### src/rtl/mem_arb_pkg.sv
// Shared types and helpers for the memory port arbiter.
//   NCH_DEFAULT : default number of requester channels
//   CH_W_MAX    : storage width of the channel field in the response tag
//   ch_w()      : channel index width for n channels (never below 1)
//   resp_tag_t  : in-flight tag {pend, ch, rd} carried to the response cycle
package mem_arb_pkg;

  localparam int unsigned NCH_DEFAULT = 3;
  localparam int unsigned CH_W_MAX    = 8;

  function automatic int unsigned ch_w(input int unsigned n);
    return (n > 1) ? $clog2(n) : 1;
  endfunction

  typedef struct packed {
    logic                pend;
    logic [CH_W_MAX-1:0] ch;
    logic                rd;
  } resp_tag_t;

endpackage

### src/rtl/arb_picker.sv
// Combinational rotating-priority picker.
// Scans the valid vector starting at channel ptr (wrapping past NCH-1) and
// grants the first valid channel found.
//   valid       : per-channel request valid
//   ptr         : channel that has highest priority this cycle
//   grant       : one-hot grant, zero when nothing is valid
//   grant_idx   : index of the granted channel (0 when none)
//   grant_valid : any channel granted
module arb_picker
  import mem_arb_pkg::*;
#(
  parameter int unsigned NCH  = NCH_DEFAULT,
  parameter int unsigned CH_W = ch_w(NCH)
) (
  input  logic [NCH-1:0]  valid,
  input  logic [CH_W-1:0] ptr,
  output logic [NCH-1:0]  grant,
  output logic [CH_W-1:0] grant_idx,
  output logic            grant_valid
);

  function automatic int unsigned wrap_add(input int unsigned a,
                                           input int unsigned b);
    int unsigned s;
    s = a + b;
    if (s >= NCH) s = s - NCH;
    return s;
  endfunction

  logic [NCH-1:0] rot;

  // rot[i] is the channel i positions after ptr
  always_comb begin
    rot = '0;
    for (int unsigned i = 0; i < NCH; i++) begin
      rot[i] = valid[CH_W'(wrap_add(i, 32'(ptr)))];
    end
  end

  // First set bit of the rotated vector, mapped back to a real channel
  always_comb begin
    grant_valid = 1'b0;
    grant_idx   = '0;
    for (int unsigned i = 0; i < NCH; i++) begin
      if (rot[i] && !grant_valid) begin
        grant_valid = 1'b1;
        grant_idx   = CH_W'(wrap_add(i, 32'(ptr)));
      end
    end
    grant = '0;
    if (grant_valid) grant[grant_idx] = 1'b1;
  end

endmodule

### src/rtl/mem_port_arbiter.sv
// N-channel arbiter sharing one synchronous memory port.
// Requests use valid/ready; the grant drives the memory strobes in the same
// cycle and the response (read data or write ack) returns on the issuing
// channel one cycle later, steered by a registered in-flight tag.
// Build option: define ARB_ROUND_ROBIN_EN for rotating priority; otherwise
// fixed priority with channel 0 highest.
// Ports:
//   clk, rst        : clock (rising edge), async active-low reset
//   req_valid_i     : per-channel request valid
//   req_ready_o     : per-channel grant (one-hot or zero, combinational)
//   req_we_i        : per-channel write enable (0 = read)
//   req_addr_i      : flattened addresses, channel k at [k*AWIDTH +: AWIDTH]
//   req_wdata_i     : flattened write data, channel k at [k*DWIDTH +: DWIDTH]
//   resp_valid_o    : per-channel response strobe
//   resp_data_o     : read data (0 for write acks)
//   mem_addr_o, mem_data_o, mem_read_en_o, mem_write_en_o : memory request
//   mem_data_i      : memory read data, valid the cycle after a read strobe
module mem_port_arbiter
  import mem_arb_pkg::*;
#(
  parameter  int unsigned NCH    = NCH_DEFAULT,
  parameter  int unsigned AWIDTH = 32,
  parameter  int unsigned DWIDTH = 32,
  localparam int unsigned CH_W   = ch_w(NCH)
) (
  input  logic                  clk,
  input  logic                  rst,
  input  logic [NCH-1:0]        req_valid_i,
  output logic [NCH-1:0]        req_ready_o,
  input  logic [NCH-1:0]        req_we_i,
  input  logic [NCH*AWIDTH-1:0] req_addr_i,
  input  logic [NCH*DWIDTH-1:0] req_wdata_i,
  output logic [NCH-1:0]        resp_valid_o,
  output logic [DWIDTH-1:0]     resp_data_o,
  output logic [AWIDTH-1:0]     mem_addr_o,
  output logic [DWIDTH-1:0]     mem_data_o,
  output logic                  mem_read_en_o,
  output logic                  mem_write_en_o,
  input  logic [DWIDTH-1:0]     mem_data_i
);

  logic [NCH-1:0]  grant;
  logic [CH_W-1:0] grant_idx;
  logic            grant_valid;
  logic [CH_W-1:0] ptr;
  resp_tag_t       pend_q;

  arb_picker #(
    .NCH  (NCH),
    .CH_W (CH_W)
  ) u_picker (
    .valid       (req_valid_i),
    .ptr         (ptr),
    .grant       (grant),
    .grant_idx   (grant_idx),
    .grant_valid (grant_valid)
  );

`ifdef ARB_ROUND_ROBIN_EN
  // Channel after the winner gets top priority next; hold when idle
  always_ff @(posedge clk or negedge rst) begin
    if (!rst) begin
      ptr <= '0;
    end else if (grant_valid) begin
      ptr <= (32'(grant_idx) == NCH - 1) ? '0 : grant_idx + CH_W'(1);
    end
  end
`else
  assign ptr = '0;
`endif

  assign req_ready_o = grant;

  always_comb begin
    mem_addr_o     = '0;
    mem_data_o     = '0;
    mem_read_en_o  = 1'b0;
    mem_write_en_o = 1'b0;
    for (int unsigned i = 0; i < NCH; i++) begin
      if (grant[i]) begin
        mem_addr_o     = req_addr_i[i*AWIDTH +: AWIDTH];
        mem_read_en_o  = !req_we_i[i];
        mem_write_en_o = req_we_i[i];
        mem_data_o     = req_we_i[i] ? req_wdata_i[i*DWIDTH +: DWIDTH] : '0;
      end
    end
  end

  // Loaded every cycle; a reset between grant and response drops the access
  always_ff @(posedge clk or negedge rst) begin
    if (!rst) begin
      pend_q <= '0;
    end else begin
      pend_q.pend <= grant_valid;
      pend_q.ch   <= CH_W_MAX'(grant_idx);
      pend_q.rd   <= mem_read_en_o;
    end
  end

  always_comb begin
    resp_valid_o = '0;
    for (int unsigned i = 0; i < NCH; i++) begin
      resp_valid_o[i] = pend_q.pend && (pend_q.ch == CH_W_MAX'(i));
    end
    resp_data_o = pend_q.rd ? mem_data_i : '0;
  end

endmodule

### config.mk
export PLATFORM = sky130hd
export DESIGN_NAME = mem_port_arbiter
export DESIGN_NICKNAME = d
export VERILOG_FILES = /design/src/rtl/mem_arb_pkg.sv /design/src/rtl/arb_picker.sv /design/src/rtl/mem_port_arbiter.sv
export SDC_FILE = /design/constraint.sdc
export NUM_CORES = 1
export LEC_CHECK = 0
export ABC_CLOCK_PERIOD_IN_PS = 1260
export BUFFER_PORTS_ARGS = -buffer_cell sky130_fd_sc_hd__buf_2
export CELL_PAD_IN_SITES_DETAIL_PLACEMENT = 1
export CELL_PAD_IN_SITES_GLOBAL_PLACEMENT = 2
export CORE_ASPECT_RATIO = 1.5
export CORE_MARGIN = 3
export CORE_UTILIZATION = 11
export DETAILED_ROUTE_END_ITERATION = 12
export PLACE_DENSITY_LB_ADDON = 0.25
export SLEW_MARGIN = 20
export SYNTH_ARGS = -nofsm -noshare
export SYNTH_HDL_FRONTEND = slang
export SYNTH_SLANG_ARGS = --single-unit
### constraint.sdc
create_clock -name clk -period 1.26 [get_ports clk]
set_input_delay 0.063 -clock clk [delete_from_list [all_inputs] [get_ports clk]]
set_output_delay 0.063 -clock clk [all_outputs]
set_load 0.02 [all_outputs]
### Word-level counts from Yosys, hierarchy flattened

Index checks and enable logic that the tools add are counted.
W data, S select, Z words.

* eq/ne operators: 2
* multiplexer cells: 24
* $lt $le $gt $ge: 2
* reductions and logical operators: 12

Operators with widths (number)
* $mux W32: 10
* $mux W1: 11
* $logic_not A8 Y1: 1
* $logic_and A1 B1 Y1: 6
* $logic_not A1 Y1: 5
* $lt A2 B3 Y1 const B: 1
* $mux W3: 1
* $demux W1 S2: 1
* $eq A2 B1 Y1 const B: 1
* $eq A2 B2 Y1 const B: 1
* $ge A2 B1 Y1 const B: 1
* $mux W2: 1

* output and inout bits: 104
* register bits after elaboration: 4
* bits of input ports: 232
* logic and storage cells: 43

### Logic depth before layout (Yosys ltp)

* depth after elaboration: 15
* gate-level depth with buffers: 5
* gate-level depth less buffers: 2

### Cells and area by module

A second synthesis with hierarchy kept.

* cells, all modules: 318
* area total of the unflattened synthesis: 2162.1 um^2

Modules (own cells, without submodules)
* mem_port_arbiter: area an instance 1885.6 um^2, instances 1, cells each 278
* arb_picker: area an instance 276.5 um^2, instances 1, cells each 40

### Worst setup path after synthesis

Ideal clock, no wire load.

* path kind: input port to output port
* start: input req_valid_i[0]
* end: output req_ready_o[2]
* arrival time: 1.056 ns
* path buffers: 2
* path slack: 0.141 ns
* stages: 3
* cell sequence: dlygate4sd1_1 -> buf_2 -> nor3b_1

* longest elaborated chain between the ends: 12

Ends and longest elaborated chain
* from (decl): line mem_port_arbiter.sv:28 `input logic [NCH-1:0] req_valid_i,`
* $mux W1 *: line arb_picker.sv:45 `if (rot[i] && !grant_valid) begin`
* $logic_not A1 Y1: line arb_picker.sv:45
* $logic_and A1 B1 Y1: line arb_picker.sv:45
* $mux W1: line arb_picker.sv:45
* $logic_not A1 Y1: line arb_picker.sv:45
* $logic_and A1 B1 Y1: line arb_picker.sv:45
* $mux W2: line arb_picker.sv:45
* $lt A2 B3 Y1 (not written as such) / $ge A2 B1 Y1 (equally long branches): line arb_picker.sv:51 `if (grant_valid) grant[grant_idx] = 1'b1;`
* $logic_and A1 B1 Y1 (not written as such): line arb_picker.sv:51
* $mux W1 (not written as such): line arb_picker.sv:51
* $demux W1 S2
* $mux W3 *: line arb_picker.sv:51
* to (decl): line mem_port_arbiter.sv:29 `output logic [NCH-1:0] req_ready_o,`

Every way passes the cells marked *; elsewhere a longest branch is shown, timed or not.

### Final worst setup path

* start: input req_valid_i[2]
* end: output mem_data_o[11]

* longest elaborated chain between the ends: 10

Ends and longest elaborated chain
* $logic_and A1 B1 Y1 *: line arb_picker.sv:45
* $mux W2: line arb_picker.sv:45
* $lt A2 B3 Y1 (not written as such) / $ge A2 B1 Y1 (equally long branches): line arb_picker.sv:51
* $logic_and A1 B1 Y1 (not written as such): line arb_picker.sv:51
* $mux W1 (not written as such): line arb_picker.sv:51
* $demux W1 S2
* $mux W3 *: line arb_picker.sv:51
* $mux W32 (2 in a row): line mem_port_arbiter.sv:80 `if (grant[i]) begin`
* $mux W32 *: line mem_port_arbiter.sv:80
* to (decl): line mem_port_arbiter.sv:36 `output logic [DWIDTH-1:0] mem_data_o,`

Marks and branches as above.

==> impl_results.md <==
- Core Area: 17600 um^2
- Least-Margin Pin Slew: 0.528 ns
- CP max stage cell: a221o_1
- Max reg flops: 4
- Flop pwr share: 7.3%
- Die Y-Extent: 171 um
- Max-slew violation count: 0
- First-pass DRT Iterations: 4
- Complex-gate fraction of the synthesized area: 33.1%
- Cell area after synthesis: 1990 um^2
- Fin Hold WS: 0.200 ns
- CP max FO: 16
- Normalized max-slew margin: 64.8%
- Adder-Cell Fraction of Synth Area: 0%
- Syn Area/Cell: 7.08 um^2
- Post-layout utilization of the core: 22.5%
- Clk network pwr share: 23.5%
- Pre-CTS setup slack: -0.00103 ns
- Drt drc: 0
- Layout area overhead: 98.8%
- Vias/cell: 4.30
- Largest net degree at the start of global routing: 49
- Vias in the first global route: 3510
- Share of cells above drive strength 1: 62.7%
- Top flop regs: pend_q x4
- Final ANT Viol Nets: 0
- Num CTS Buffers: 3
- Post-synthesis simple-gate area fraction: 47.9%
- Top reg by flops: pend_q
- XOR/XNOR share of the synthesized area: 0%
- Tot GR Track Use: 12.2%
- PD cells: 547 nW/um^2
- Total power: 2.16 mW
- Worst setup EP type: primary output
- DIE AREA: 19800 um^2
- Final wirelength: 13.8 mm
- Detail Placement HPWL: 11.7 mm
- Critical path class: in -> out
- Worst path required time: 1.20 ns
- Switching part of the total power: 42.7%
- Nets: 827
- Sequential area share after synthesis: 5.03%
- Root Buffer: clkbuf_16
- Asr flop ratio synth: 100%
- Row count: 59
- Number of synthesized register bits: 4
- Static Leak: 2.19 nW
- RSZ-0062 raised after global routing: yes
- Most frequent cells in the layout: buf_2 (325), a21oi_1 (64), nor2b_1 (34)
- Post-synth EDFFs: 0
- Final cycle utilization of the critical path: 96.6%
- Setup violations, final: 0
- First-pass GRT wire length: 18.9 mm
- Critical Path Most Common Cell: buf_4
- Wire per inst: 17.1 um
- Logic gate share of total power: 69.1%
- Worst EP arrival: 1.15 ns
- Ys flop type: dfrtp_1
- Status: completed
- Worst-path clk slew: 0.03 ns
- Post-route setup TNS: 0 ns
- Worst-path cell chain: buf_2 -> nor4bb_4 -> buf_4 -> clkbuf_16 -> a221o_1 -> buf_4
- Fin. Hold Viols: 0
- Via count: 3479
- Die W: 116 um
- Syn Nets: 513
- Final GP Congestion: 0.761
- H-tree levels: 1
- Mux cell area share after synthesis: 0%
- Global route total overflow: 0
- Io pins: 336
- Buffers on Ports: 335
- Crit path time final: 1.22 ns
- Starting DRC count in detailed routing: 123
- Syn Inst Count: 281
- Min-delay worst type: in -> async
- Clk sink count: 4
- Initial core utilization: 11.3%
- Maxcap violations: 0
- Synth unique cells: 23
- Peak supply drop: 0.456 mV
- Max stage delay on crit path: 0.30 ns
- Antenna violations before repair: 7
- Most common cell after layout, fill and taps aside: buf_2
- Max Fclk: 822 MHz
- Setup WS post-layout: 0.0433 ns
- Syn. warnings: 0
- CTS tree: done
- Cell Int Power: 1.24 mW
- Combinational family with the most area after synthesis: simple AND/OR/NAND/NOR gates
- Net Sw Power: 0.924 mW
- Max clock buf depth: 2
- Startpoint types: primary input
-- layout make-up --
| type | count | area [um^2] |
|---|---|---|
| Clock buffer | 3 | 75.1 |
| Timing Repair Buffer | 348 | 1880 |
| Multi-Input combinational cell | 238 | 1630 |
| Sequential cell | 4 | 104 |
| Tap cell | 213 | 267 |
| Fill cell | 2248 | 13600 |
| Antenna cell | 3 | 7.51 |
-- synth_stat cells, types with 2 or more instances --
cell type	n	area [um^2]
clkbuf_1	18	67.6
dfrtp_1	4	100
buf_6	3	33.8
nor2b_1	34	213
buf_4	2	15.0
and3_1	13	81.3
a21oi_1	64	320
buf_2	6	30.0
buf_12	2	40.0
dlygate4sd1_1	4	35.0
nor3b_1	4	30.0
buf_8	3	45.0
and3_2	19	143
nand3b_1	32	240
and3b_1	3	26.3
and2_1	32	200
a221o_1	32	320
-- cell families after synthesis --
group,Yosys count
AO/OA/AOI/OAI,98
buffers and inverters,39
flip-flops,4
AND/OR/NAND/NOR,140
-- timing repair --
item                                   4_1_cts  5_1_grt
hold buffers                                 1        0
setup buffers                                0        1
endpoints found under the hold margin        4        0
gates resized for setup                      2       14
setup endpoints to repair                   32       24
pin swaps                                    0        1
gates cloned                                 0        1
-- metrics by stage --
step / area [um^2] / cells
after floorplan: 1990 / 281
after global placement: 3790 / 800
after detailed placement: 3790 / 800
after CTS: 3880 / 804
after global routing: 3960 / 808
final: 3960 / 809
-- power by group through the flow --
| stage | combinational [mW] | clock (mW) | sequential [mW] |
|---|---|---|---|
| 5_1_grt | 1.64 | 0.528 | 0.163 |
| 3_3_place_gp | 1.47 | 0 | 0.156 |
| 2_1_floorplan | 0.807 | 0 | 0.142 |
| 4_1_cts | 1.50 | 0.517 | 0.159 |
| 3_5_place_dp | 1.50 | 0 | 0.158 |
| 6_report | 1.50 | 0.509 | 0.158 |
-- routing by layer --
metal	track usage, %	up-vias	wire length [um]
met5	0	-	56
met4	1.82	10	106
met1	12.6	1579	4780
met2	23.3	204	7270
met3	4.88	16	1610
li1	-	1670	-
-- worst max-delay path: cells and delay by family --
family          cells  cell delay (ns)
buf+inv             4             0.64
compound gates      1             0.30
simple gates        1             0.15
-- final timing paths --
check                                from             end  slack, ns  cells past startpoint
max in group asynchronous             rst       pend_q[0]       0.92                      2
max                        req_valid_i[2]  mem_data_o[11]       0.04                      6
min                                   rst       pend_q[0]       0.20                      2
min in group clk              req_we_i[1]       pend_q[0]       0.29                      3
No activity file was read; power rests on OpenSTA's default activity.
